### src/rtl/fir_pkg.sv
// Shared FIR constants, sample typedefs and a reference requantisation helper.
// Latency: n/a (declarations only).
// Backpressure: n/a.
package fir_pkg;

    localparam int FIR_TAPS        = 8;
    localparam int FIR_DATA_WIDTH  = 16;
    localparam int FIR_COEFF_WIDTH = 16;
    localparam int FIR_OUT_WIDTH   = 16;
    localparam int FIR_LATENCY     = 5;
    localparam int FIR_SUM_WIDTH   = FIR_DATA_WIDTH + FIR_COEFF_WIDTH + $clog2(FIR_TAPS);

    typedef logic signed [FIR_SUM_WIDTH-1:0] fir_sum_t;
    typedef logic signed [FIR_OUT_WIDTH-1:0] fir_sample_t;

    // Round half toward +inf, arithmetic shift right, then clamp to a signed
    // out_width range. Works on 64-bit values so any sum width up to 63 fits.
    function automatic logic signed [63:0] round_shift_sat(
        input logic signed [63:0] value,
        input int                 shift,
        input int                 out_width
    );
        logic signed [63:0] r;
        logic signed [63:0] max_v;
        logic signed [63:0] min_v;
        r     = (value + (64'sd1 <<< (shift - 1))) >>> shift;
        max_v = (64'sd1 <<< (out_width - 1)) - 64'sd1;
        min_v = -(64'sd1 <<< (out_width - 1));
        if (r > max_v) begin
            r = max_v;
        end else if (r < min_v) begin
            r = min_v;
        end
        return r;
    endfunction

endpackage

### src/rtl/sync_fifo.sv
// Small synchronous FIFO with wrap-bit pointers and a synchronous clear.
// Latency: write visible at the head one cycle later (no bypass).
// Backpressure: push while full is dropped (push_drop) unless a pop frees a slot the same cycle.
// Ports: clr empties the FIFO; push/push_dat write; pop consumes the head;
// pop_vld/pop_dat present the head (pop_dat is 0 when empty); level is occupancy.
module sync_fifo #(
    parameter int WIDTH = 16,
    parameter int DEPTH = 4
) (
    input  logic                       clk,
    input  logic                       rst_n,
    input  logic                       clr,
    input  logic                       push,
    input  logic [WIDTH-1:0]           push_dat,
    input  logic                       pop,
    output logic                       pop_vld,
    output logic [WIDTH-1:0]           pop_dat,
    output logic                       push_drop,
    output logic [$clog2(DEPTH):0]     level
);

    localparam int AW = $clog2(DEPTH);

    logic [AW:0]      wr_ptr_q, wr_ptr_d;
    logic [AW:0]      rd_ptr_q, rd_ptr_d;
    logic [WIDTH-1:0] mem_q [DEPTH];
    logic [WIDTH-1:0] mem_d [DEPTH];
    logic             empty, full, do_pop, do_push;

    assign empty = (wr_ptr_q == rd_ptr_q);
    // Same slot index, opposite lap bit: writer is a full lap ahead.
    assign full  = (wr_ptr_q[AW] != rd_ptr_q[AW]) && (wr_ptr_q[AW-1:0] == rd_ptr_q[AW-1:0]);
    assign level = wr_ptr_q - rd_ptr_q;

    assign do_pop    = pop && !empty && !clr;
    assign do_push   = push && (!full || do_pop) && !clr;
    assign push_drop = push && full && !do_pop && !clr;

    assign pop_vld = !empty;
    assign pop_dat = empty ? '0 : mem_q[rd_ptr_q[AW-1:0]];

    always_comb begin
        wr_ptr_d = wr_ptr_q;
        rd_ptr_d = rd_ptr_q;
        mem_d    = mem_q;
        if (clr) begin
            wr_ptr_d = '0;
            rd_ptr_d = '0;
        end else begin
            if (do_push) begin
                mem_d[wr_ptr_q[AW-1:0]] = push_dat;
                wr_ptr_d                = wr_ptr_q + 1'b1;
            end
            if (do_pop) begin
                rd_ptr_d = rd_ptr_q + 1'b1;
            end
        end
    end

    always_ff @(posedge clk or negedge rst_n) begin
        if (!rst_n) begin
            wr_ptr_q <= '0;
            rd_ptr_q <= '0;
            for (int i = 0; i < DEPTH; i++) begin
                mem_q[i] <= '0;
            end
        end else begin
            wr_ptr_q <= wr_ptr_d;
            rd_ptr_q <= rd_ptr_d;
            mem_q    <= mem_d;
        end
    end

endmodule

### src/rtl/fir_output_requant.sv
// Requantises the full-precision FIR sum: warm-up discard, round/shift, saturate, decimate, buffer.
// Latency: 2 cycles from in_data to out_data with the FIFO empty.
// Backpressure: out_valid/out_ready on the FIFO head; kept samples arriving while full are dropped and flagged.
// Ports: in_valid/in_data FIR sum in; decim_m decimation factor; flush restarts the
// pipeline; clr_flags clears sticky flags; out_valid/out_ready/out_data result stream;
// sat_flag/ovf_flag sticky status; fifo_level current occupancy.
module fir_output_requant
    import fir_pkg::*;
#(
    parameter int IN_WIDTH   = 35,
    parameter int OUT_WIDTH  = 16,
    parameter int SHIFT      = 15,
    parameter int WARMUP     = 12,
    parameter int FIFO_DEPTH = 4
) (
    input  logic                          clk,
    input  logic                          rst_n,
    input  logic                          in_valid,
    input  logic signed [IN_WIDTH-1:0]    in_data,
    input  logic        [3:0]             decim_m,
    input  logic                          flush,
    input  logic                          clr_flags,
    output logic                          out_valid,
    input  logic                          out_ready,
    output logic signed [OUT_WIDTH-1:0]   out_data,
    output logic                          sat_flag,
    output logic                          ovf_flag,
    output logic [$clog2(FIFO_DEPTH):0]   fifo_level
);

    localparam int RW  = IN_WIDTH + 1;
    localparam int WCW = $clog2(WARMUP + 1);

    localparam logic        [RW-1:0] ROUND_K = {{(RW-1){1'b0}}, 1'b1} << (SHIFT - 1);
    localparam logic signed [RW-1:0] SAT_MAX = {{(RW-OUT_WIDTH+1){1'b0}}, {(OUT_WIDTH-1){1'b1}}};
    localparam logic signed [RW-1:0] SAT_MIN = {{(RW-OUT_WIDTH+1){1'b1}}, {(OUT_WIDTH-1){1'b0}}};

    logic [WCW-1:0]       warm_cnt_q, warm_cnt_d;
    logic                 s1_valid_q, s1_valid_d;
    logic signed [RW-1:0] s1_r_q, s1_r_d;
    logic [3:0]           phase_q, phase_d;
    logic [3:0]           dm_q, dm_d;
    logic                 sat_flag_q, sat_flag_d;
    logic                 ovf_flag_q, ovf_flag_d;

    logic                 warm_done, accept, keep, clip;
    logic signed [RW-1:0] in_ext, rnd_sum;
    logic [3:0]           dm_load, dm_eff;
    logic [OUT_WIDTH-1:0] sat_val;
    logic                 fifo_drop;

    assign warm_done = (warm_cnt_q == WCW'(WARMUP));
    assign accept    = in_valid && warm_done && !flush;

    // Extra MSB keeps the rounding add from overflowing.
    assign in_ext  = {in_data[IN_WIDTH-1], in_data};
    assign rnd_sum = in_ext + $signed(ROUND_K);

    // The factor is latched only when a phase-0 sample is consumed, so a
    // decim_m change never splits a decimation frame.
    assign dm_load = (decim_m == 4'd0) ? 4'd1 : decim_m;
    assign dm_eff  = (phase_q == 4'd0) ? dm_load : dm_q;
    assign keep    = s1_valid_q && (phase_q == 4'd0) && !flush;

    always_comb begin
        clip    = 1'b0;
        sat_val = s1_r_q[OUT_WIDTH-1:0];
        if (s1_r_q > SAT_MAX) begin
            clip    = 1'b1;
            sat_val = SAT_MAX[OUT_WIDTH-1:0];
        end else if (s1_r_q < SAT_MIN) begin
            clip    = 1'b1;
            sat_val = SAT_MIN[OUT_WIDTH-1:0];
        end
    end

    always_comb begin
        warm_cnt_d = warm_cnt_q;
        s1_valid_d = accept;
        s1_r_d     = s1_r_q;
        phase_d    = phase_q;
        dm_d       = dm_q;
        if (flush) begin
            warm_cnt_d = '0;
            phase_d    = 4'd0;
        end else begin
            if (in_valid && !warm_done) begin
                warm_cnt_d = warm_cnt_q + WCW'(1);
            end
            if (accept) begin
                s1_r_d = rnd_sum >>> SHIFT;
            end
            if (s1_valid_q) begin
                if (phase_q == 4'd0) begin
                    dm_d = dm_load;
                end
                phase_d = (phase_q >= dm_eff - 4'd1) ? 4'd0 : phase_q + 4'd1;
            end
        end

        // Set beats clear when both happen in the same cycle.
        sat_flag_d = clr_flags ? 1'b0 : sat_flag_q;
        ovf_flag_d = clr_flags ? 1'b0 : ovf_flag_q;
        if (keep && clip) begin
            sat_flag_d = 1'b1;
        end
        if (fifo_drop) begin
            ovf_flag_d = 1'b1;
        end
    end

    always_ff @(posedge clk or negedge rst_n) begin
        if (!rst_n) begin
            warm_cnt_q <= '0;
            s1_valid_q <= 1'b0;
            s1_r_q     <= '0;
            phase_q    <= 4'd0;
            dm_q       <= 4'd1;
            sat_flag_q <= 1'b0;
            ovf_flag_q <= 1'b0;
        end else begin
            warm_cnt_q <= warm_cnt_d;
            s1_valid_q <= s1_valid_d;
            s1_r_q     <= s1_r_d;
            phase_q    <= phase_d;
            dm_q       <= dm_d;
            sat_flag_q <= sat_flag_d;
            ovf_flag_q <= ovf_flag_d;
        end
    end

    sync_fifo #(
        .WIDTH (OUT_WIDTH),
        .DEPTH (FIFO_DEPTH)
    ) u_fifo (
        .clk       (clk),
        .rst_n     (rst_n),
        .clr       (flush),
        .push      (keep),
        .push_dat  (sat_val),
        .pop       (out_ready),
        .pop_vld   (out_valid),
        .pop_dat   (out_data),
        .push_drop (fifo_drop),
        .level     (fifo_level)
    );

    assign sat_flag = sat_flag_q;
    assign ovf_flag = ovf_flag_q;

endmodule

### config.mk
export PLATFORM = sky130hd
export DESIGN_NAME = fir_output_requant
export DESIGN_NICKNAME = d
export VERILOG_FILES = /design/src/rtl/fir_pkg.sv /design/src/rtl/sync_fifo.sv /design/src/rtl/fir_output_requant.sv
export SDC_FILE = /design/constraint.sdc
export NUM_CORES = 1
export LEC_CHECK = 0
export ABC_CLOCK_PERIOD_IN_PS = 2850
export BUFFER_PORTS_ARGS = -buffer_cell sky130_fd_sc_hd__buf_2
export CORE_MARGIN = 5
export CORE_UTILIZATION = 58
export CTS_CLUSTER_SIZE = 10
export DETAILED_ROUTE_END_ITERATION = 6
export GPL_TIMING_DRIVEN = 1
export PLACE_DENSITY = 0.8
export SETUP_SLACK_MARGIN = 0.4
export SLEW_MARGIN = 15
export SYNTH_ARGS = -nofsm -noshare
export SYNTH_HDL_FRONTEND = slang
export SYNTH_SLANG_ARGS = --single-unit
### constraint.sdc
create_clock -name clk -period 2.85 [get_ports clk]
set_clock_uncertainty 0.05 [all_clocks]
set_input_delay 0.285 -clock clk [delete_from_list [all_inputs] [get_ports clk]]
set_output_delay 0.285 -clock clk [all_outputs]
set_load 0.005 [all_outputs]
; After elaboration in Yosys (flattened, before gate mapping)
; Cells that the tools add are included.
[classes]
muxes = 25
bitwise_logic = 3
eq_ne = 4
addsub = 7
n_reduce_logical = 32
order_cmp = 6
[op_table]
columns = operator, count
row1 = $mux 16, 6
row2 = $bwmux 64, 1
row3 = $add 35x16->36 const B, 1
row4 = $bmux 16 s2, 1
row5 = $demux 16 s2, 1
row6 = $mux 4, 7
row7 = $gt 21x16->1 const B, 1
row8 = $lt 21x16->1 const B, 1
row9 = $logic_and 1x1->1, 15
row10 = $mux 3, 4
row11 = $reduce_bool 2->1, 6
row12 = $add 4x1->4 const B, 2
row13 = $logic_not 4->1, 2
row14 = $add 3x1->3 const B, 2
row15 = $ge 3x3->1 const B, 2
row16 = $not 2->3, 2
row17 = $reduce_and 2->1, 3
row18 = $logic_not 1->1, 5
row19 = $mux 1, 5
row20 = $eq 4x4->1 const B, 1
row21 = $ge 4x4->1, 1
row22 = $sub 4x1->4 const B, 1
row23 = $eq 3x3->1, 1
row24 = $lt 3x1->1 const B, 1
row25 = other kinds (5), 5
[word_totals]
register_bits = 106

; Logic depth before layout (Yosys ltp)
[depth]
ltp_word = 9
ltp_mapped = 11
mapped_depth_nobuf = 11

; Cells and area by module
; From an unflattened synthesis, not the netlist that was laid out.
[unflattened]
cells_unflattened = 480
area_unflattened_um2 = 5708.0
[modules_own_cells]
columns = mod, seq_area_each_um2, area_per_inst_um2, cells_per_inst, n_inst
row1 = sync_fifo, 1751.7, 3527.1, 235, 1
row2 = fir_output_requant, 902.1, 2180.8, 245, 1

; Least setup slack after synthesis
; OpenSTA, ideal clock, no wires.
[synth_path]
path_kind = register to register
start = register u_fifo.rd_ptr_q[1]
end = register u_fifo.mem_q[3] (netlist bit)
required_time_ns = 2.668
arrival_ns = 2.427
stages_incl_launch_ff = 11
path_slack_ns = 0.242
synth_period_minus_slack_ns = 2.608
path_buffers = 3
path_cell_list = dfrtp_1 > clkbuf_1 > buf_1 > inv_1 > ha_1 > and2_1 > a311oi_4 > nand2_1 > buf_2 > nand2_1 > o21ai_0
[synth_via]
elab_chain_len = 8
word_cells_on_any_way = 11
cone_classes = eq/ne (2) / reduce/logical (9)
[synth_rtl]
columns = element, line_no
row1 = from (decl), sync_fifo.sv:25  ; logic [AW:0] rd_ptr_q, rd_ptr_d;
row2 = from (signal assigned), sync_fifo.sv:69  ; rd_ptr_q <= rd_ptr_d;
row3 = $eq 3x3->1, sync_fifo.sv:30  ; assign empty = (wr_ptr_q == rd_ptr_q);
row4 = $logic_not 1->1, sync_fifo.sv:35  ; assign do_pop = pop && !empty && !clr;
row5 = $logic_and 1x1->1 (2 in a row), sync_fifo.sv:35
row6 = $logic_or 1x1->1 (*), sync_fifo.sv:36  ; assign do_push = push && (!full || do_pop) && !clr;
row7 = $logic_and 1x1->1 (*) (2 in a row), sync_fifo.sv:36
row8 = $reduce_and 2->1 (no source line) (*), -
row9 = to (signal assigned), sync_fifo.sv:70  ; mem_q <= mem_d;
row10 = to (decl), sync_fifo.sv:26  ; logic [WIDTH-1:0] mem_q [DEPTH];
; Mark *: on every way between the ends. The rest lies on a longest branch, timed or not.
; A chain may end at the register's enable or synchronous reset.

; Worst setup path after layout
[layout_path]
start = register phase_q[1]
end = register phase_q[2]
[layout_via]
elab_chain_len = 7
word_cells_on_any_way = 8
cone_classes = add/sub (2) / order compare (1) / mux (4) / reduce/logical (1)
[layout_rtl]
columns = element, line_no
row1 = from (decl), fir_output_requant.sv:41  ; logic [3:0] phase_q, phase_d;
row2 = from (signal assigned), fir_output_requant.sv:125  ; phase_q <= phase_d;
row3 = $logic_not 4->1, fir_output_requant.sv:62  ; assign dm_eff = (phase_q == 4'd0) ? dm_load : dm_q;
row4 = $mux 4, -
row5 = $sub 4x1->4, fir_output_requant.sv:97  ; phase_d = (phase_q >= dm_eff - 4'd1) ? 4'd0 : phase_q + 4'd1;
row6 = $ge 4x4->1, fir_output_requant.sv:97
row7 = $mux 4 (*), fir_output_requant.sv:97
row8 = $mux 4 (*), fir_output_requant.sv:93  ; if (s1_valid_q) begin
row9 = $mux 4 (*), fir_output_requant.sv:83  ; if (flush) begin
; Mark *: on every way between the ends. The rest lies on a longest branch, timed or not. The select of a mux whose other input is x is not followed.

==> flow_summary.ini <==
[outcome]
outcome = complete, no violations

[detailed_routing]
wl_met2_um = 5050
drt_iter0_drc = 199
via_per_inst = 5.63
drc = 0
drt_wl_total_um = 10600
ant_nets = 0
met3_wirelength_um = 541
highest_layer = met4
vias = 3842
wl_met1_um = 4840
wl_per_cell_um = 15.5
drt_pass1_iterations = 4

[worst_setup_path]
timing.critical_path.buf_inv = 1
crit_arrival_ns = 2.83
required_ns = 3.12
slowest_delay_ns = 0.41
crit_path_frequent_cell = a21o_1
crit_family = compound AO/OA/AOI/OAI gates
crit_fanout = 2
cp-end-kind = register
critPathKind = register to register
critPathSlowestCell = dfrtp_1
crit_path_start_kind = register
timing.critical_path.cells = inv_2 -> ha_4 -> or3b_4 -> mux2i_2 -> xor2_1 -> ha_1 -> a21o_1 -> a21o_1 -> a2111oi_2 -> a221o_1

[cts]
ctsHtreeMaxLevel = 3
clock_latency_ns = 0.37
root_buffer = clkbuf_8
cts_buffer_depth = 2
cts_tree = built
cts-buffers-inserted = 9
clk_pin_slew_worst_paths_ns = 0.11
cts_sinks = 106

[sta]
drv_slew = 0
fin_tns_setup_ns = 0
post-route-period-util_pct = 89.8
tightest_slew_ns = 1.10
setup_viol = 0
slew_headroom_pct = 26.7
fmaxAchievable_mhz = 391
finalHoldViolCount = 0
rsz0062_at_grt = yes
period_needed_ns = 2.56

[synthesis]
async_flop_share_pct = 100
avgSynthCellArea_um2 = 10.2
synthesis.nets = 577
synthTopCellsByCount = dfrtp_1 (105), nand2_1 (81), o21ai_0 (67)
synthCells = 515
synth_most_common_cell = dfrtp_1
synth_ff_type = dfrtp_1
yosysTopAreaCell = dfrtp_1
synth_area_leaders = dfrtp_1 (50%), mux4_2 (6.9%), o21ai_0 (6.4%), nand2_1 (5.8%), a21oi_1 (3.9%)
ys_ff_latch = 106
ys_warn_count = 0
syn_area_mm2 = 0.00523
ys_types = 39
synth-edff-count = 0
synth_top_area_share_pct = 50.2
yosysSeqAreaShare_pct = 50.7

[die]
fp.dieArea_mm2 = 0.0110
die_w_um = 105
core_mm2 = 0.00876
pin_count = 67
rows = 34
start_util_pct = 59.7
die-height_um = 105

[power]
p_per_area_mw_per_mm2 = 452
ir_worst_vdd_v = 0.000278
p_leak_nw = 2.73

[global_routing]
gr-usage-all-layers_pct = 19.9
grt_pass1_wl_um = 18000
grt_overflow_total = 0
grt_max_degree = 57
grt_pass1_vias = 3834
antenna_found_initial = 0

[layout]
final_cells = 682
drive_gt1_share_pct = 20.9
insertedDiodeCount = 0
area_delta_synth_final_pct = 13.2
nNetsFinal = 631
fillCellCount = 686

[placement]
gp_congestion = 0.867
dp_hpwl_um = 7340
numPortBuffers = 52
dpl.cell_count = 660

[hold_path]
min_path_type = input pin to register

[run]
cap_violations = 0
[final timing paths]
check,endpoint,startpoint,slack [ns],depth (start not counted)
hold / removal,ovf_flag,clr_flags,0.07,2
max in group asynchronous,u_fifo.mem_q[53],rst_n,1.57,3
setup reg to reg,phase_q[2],phase_q[1],0.29,10
hold reg to reg,u_fifo.mem_q[8],u_fifo.mem_q[8],0.43,2
setup / recovery,phase_q[2],phase_q[1],0.29,10
min in group asynchronous,dm_q[3],rst_n,0.45,2
[registers in the layout (all words and copies together), names as in the netlist, 3 cells and up]
register         cells
s1_r_q              21
warm_cnt_q           4
u_fifo.wr_ptr_q      3
dm_q                 4
u_fifo.rd_ptr_q      3
u_fifo.mem_q        64
phase_q              4
[area by class of cell]
type	instances	area [um2]	area share [%]
inverter	13	48.8	0.824
sequential	106	2650	44.8
clock buffer	10	138	2.32
tap	108	135	2.28
clock inverter	6	71.3	1.20
multi-input combinational	370	2480	41.9
timing repair buffer	69	397	6.69
[power breakdown]
group / switching [mW] / total (mW) / internal, mW
Clock: 0.516 / 0.954 / 0.438
Sequential: 0.0150 / 1.54 / 1.53
Combinational: 0.119 / 0.186 / 0.0671
Total: 0.650 / 2.68 / 2.03
[worst register-to-register path, stage by stage (launching register included)]
cell,delay [ns]
dfrtp_1,0.41
inv_2,0.07
ha_4,0.13
or3b_4,0.38
mux2i_2,0.20
xor2_1,0.17
ha_1,0.25
a21o_1,0.15
a21o_1,0.19
a2111oi_2,0.33
a221o_1,0.17
[timing repair]
| action | in CTS | in global routing |
|---|---|---|
| gates cloned | 0 | 0 |
| setup endpoints to repair | 21 | 20 |
| pin swaps | 5 | 2 |
| buffers inserted | 5 | 0 |
| hold buffers | 1 | 0 |
| gates resized for setup | 6 | 5 |
| endpoints found under the hold margin | 52 | 0 |
[logic make-up after synthesis]
logic type                 count (synthesis)  synth area share (%)
and+or+nand+nor                          176                  15.5
AOI/OAI and AO/OA                        121                  12.6
DFF                                      106                  50.7
buffers and inverters                     39                  3.04
xor gates and xnor gates                  31                  5.19
muxes                                     25                  8.75
adders and majority gates                 17                  4.21
[per-layer routing]
layer	global-route usage, %	vias to the layer above
met5	0	-
met4	5.11	0
met3	4.69	13
met2	31.9	93
met1	27.6	1853
li1	-	1883
[per-stage QoR]
step                area [um2]  setup slack (ns)  utilization (%)  hold WS (ns)  power (mW)
CTS                       5900             0.309             67.3        0.0576        2.70
floorplan                 5250             0.422                -       -0.0606        1.65
global route              5920             0.209             67.6        0.0712        2.79
detailed placement        5620             0.211             64.1         0.330        1.75
global placement          5620             0.294             64.1         0.318        1.74
finish                    5920             0.289             67.6        0.0664        2.68
[layout by cell type, fill, tap and decap left out, types with 2 or more instances in the layout]
cell type	n
nand2b_1	3
a21o_1	2
nor3_1	4
and3_1	3
mux2i_1	2
buf_4	16
and2_1	17
xnor2_1	12
buf_2	51
and4_1	5
dfrtp_1	105
o21ai_1	2
or2_2	2
nand3_1	13
mux2_2	5
o22ai_1	2
a21oi_1	40
a22o_1	2
nand2_1	81
nand4_1	5
o21ai_0	67
ha_1	15
nor2b_1	2
xor2_1	19
inv_1	11
clkbuf_8	10
inv_6	2
nor2_1	35
mux4_2	16
inv_2	2
clkinvlp_4	2
Note: power is estimated with default switching activity, not from simulation.
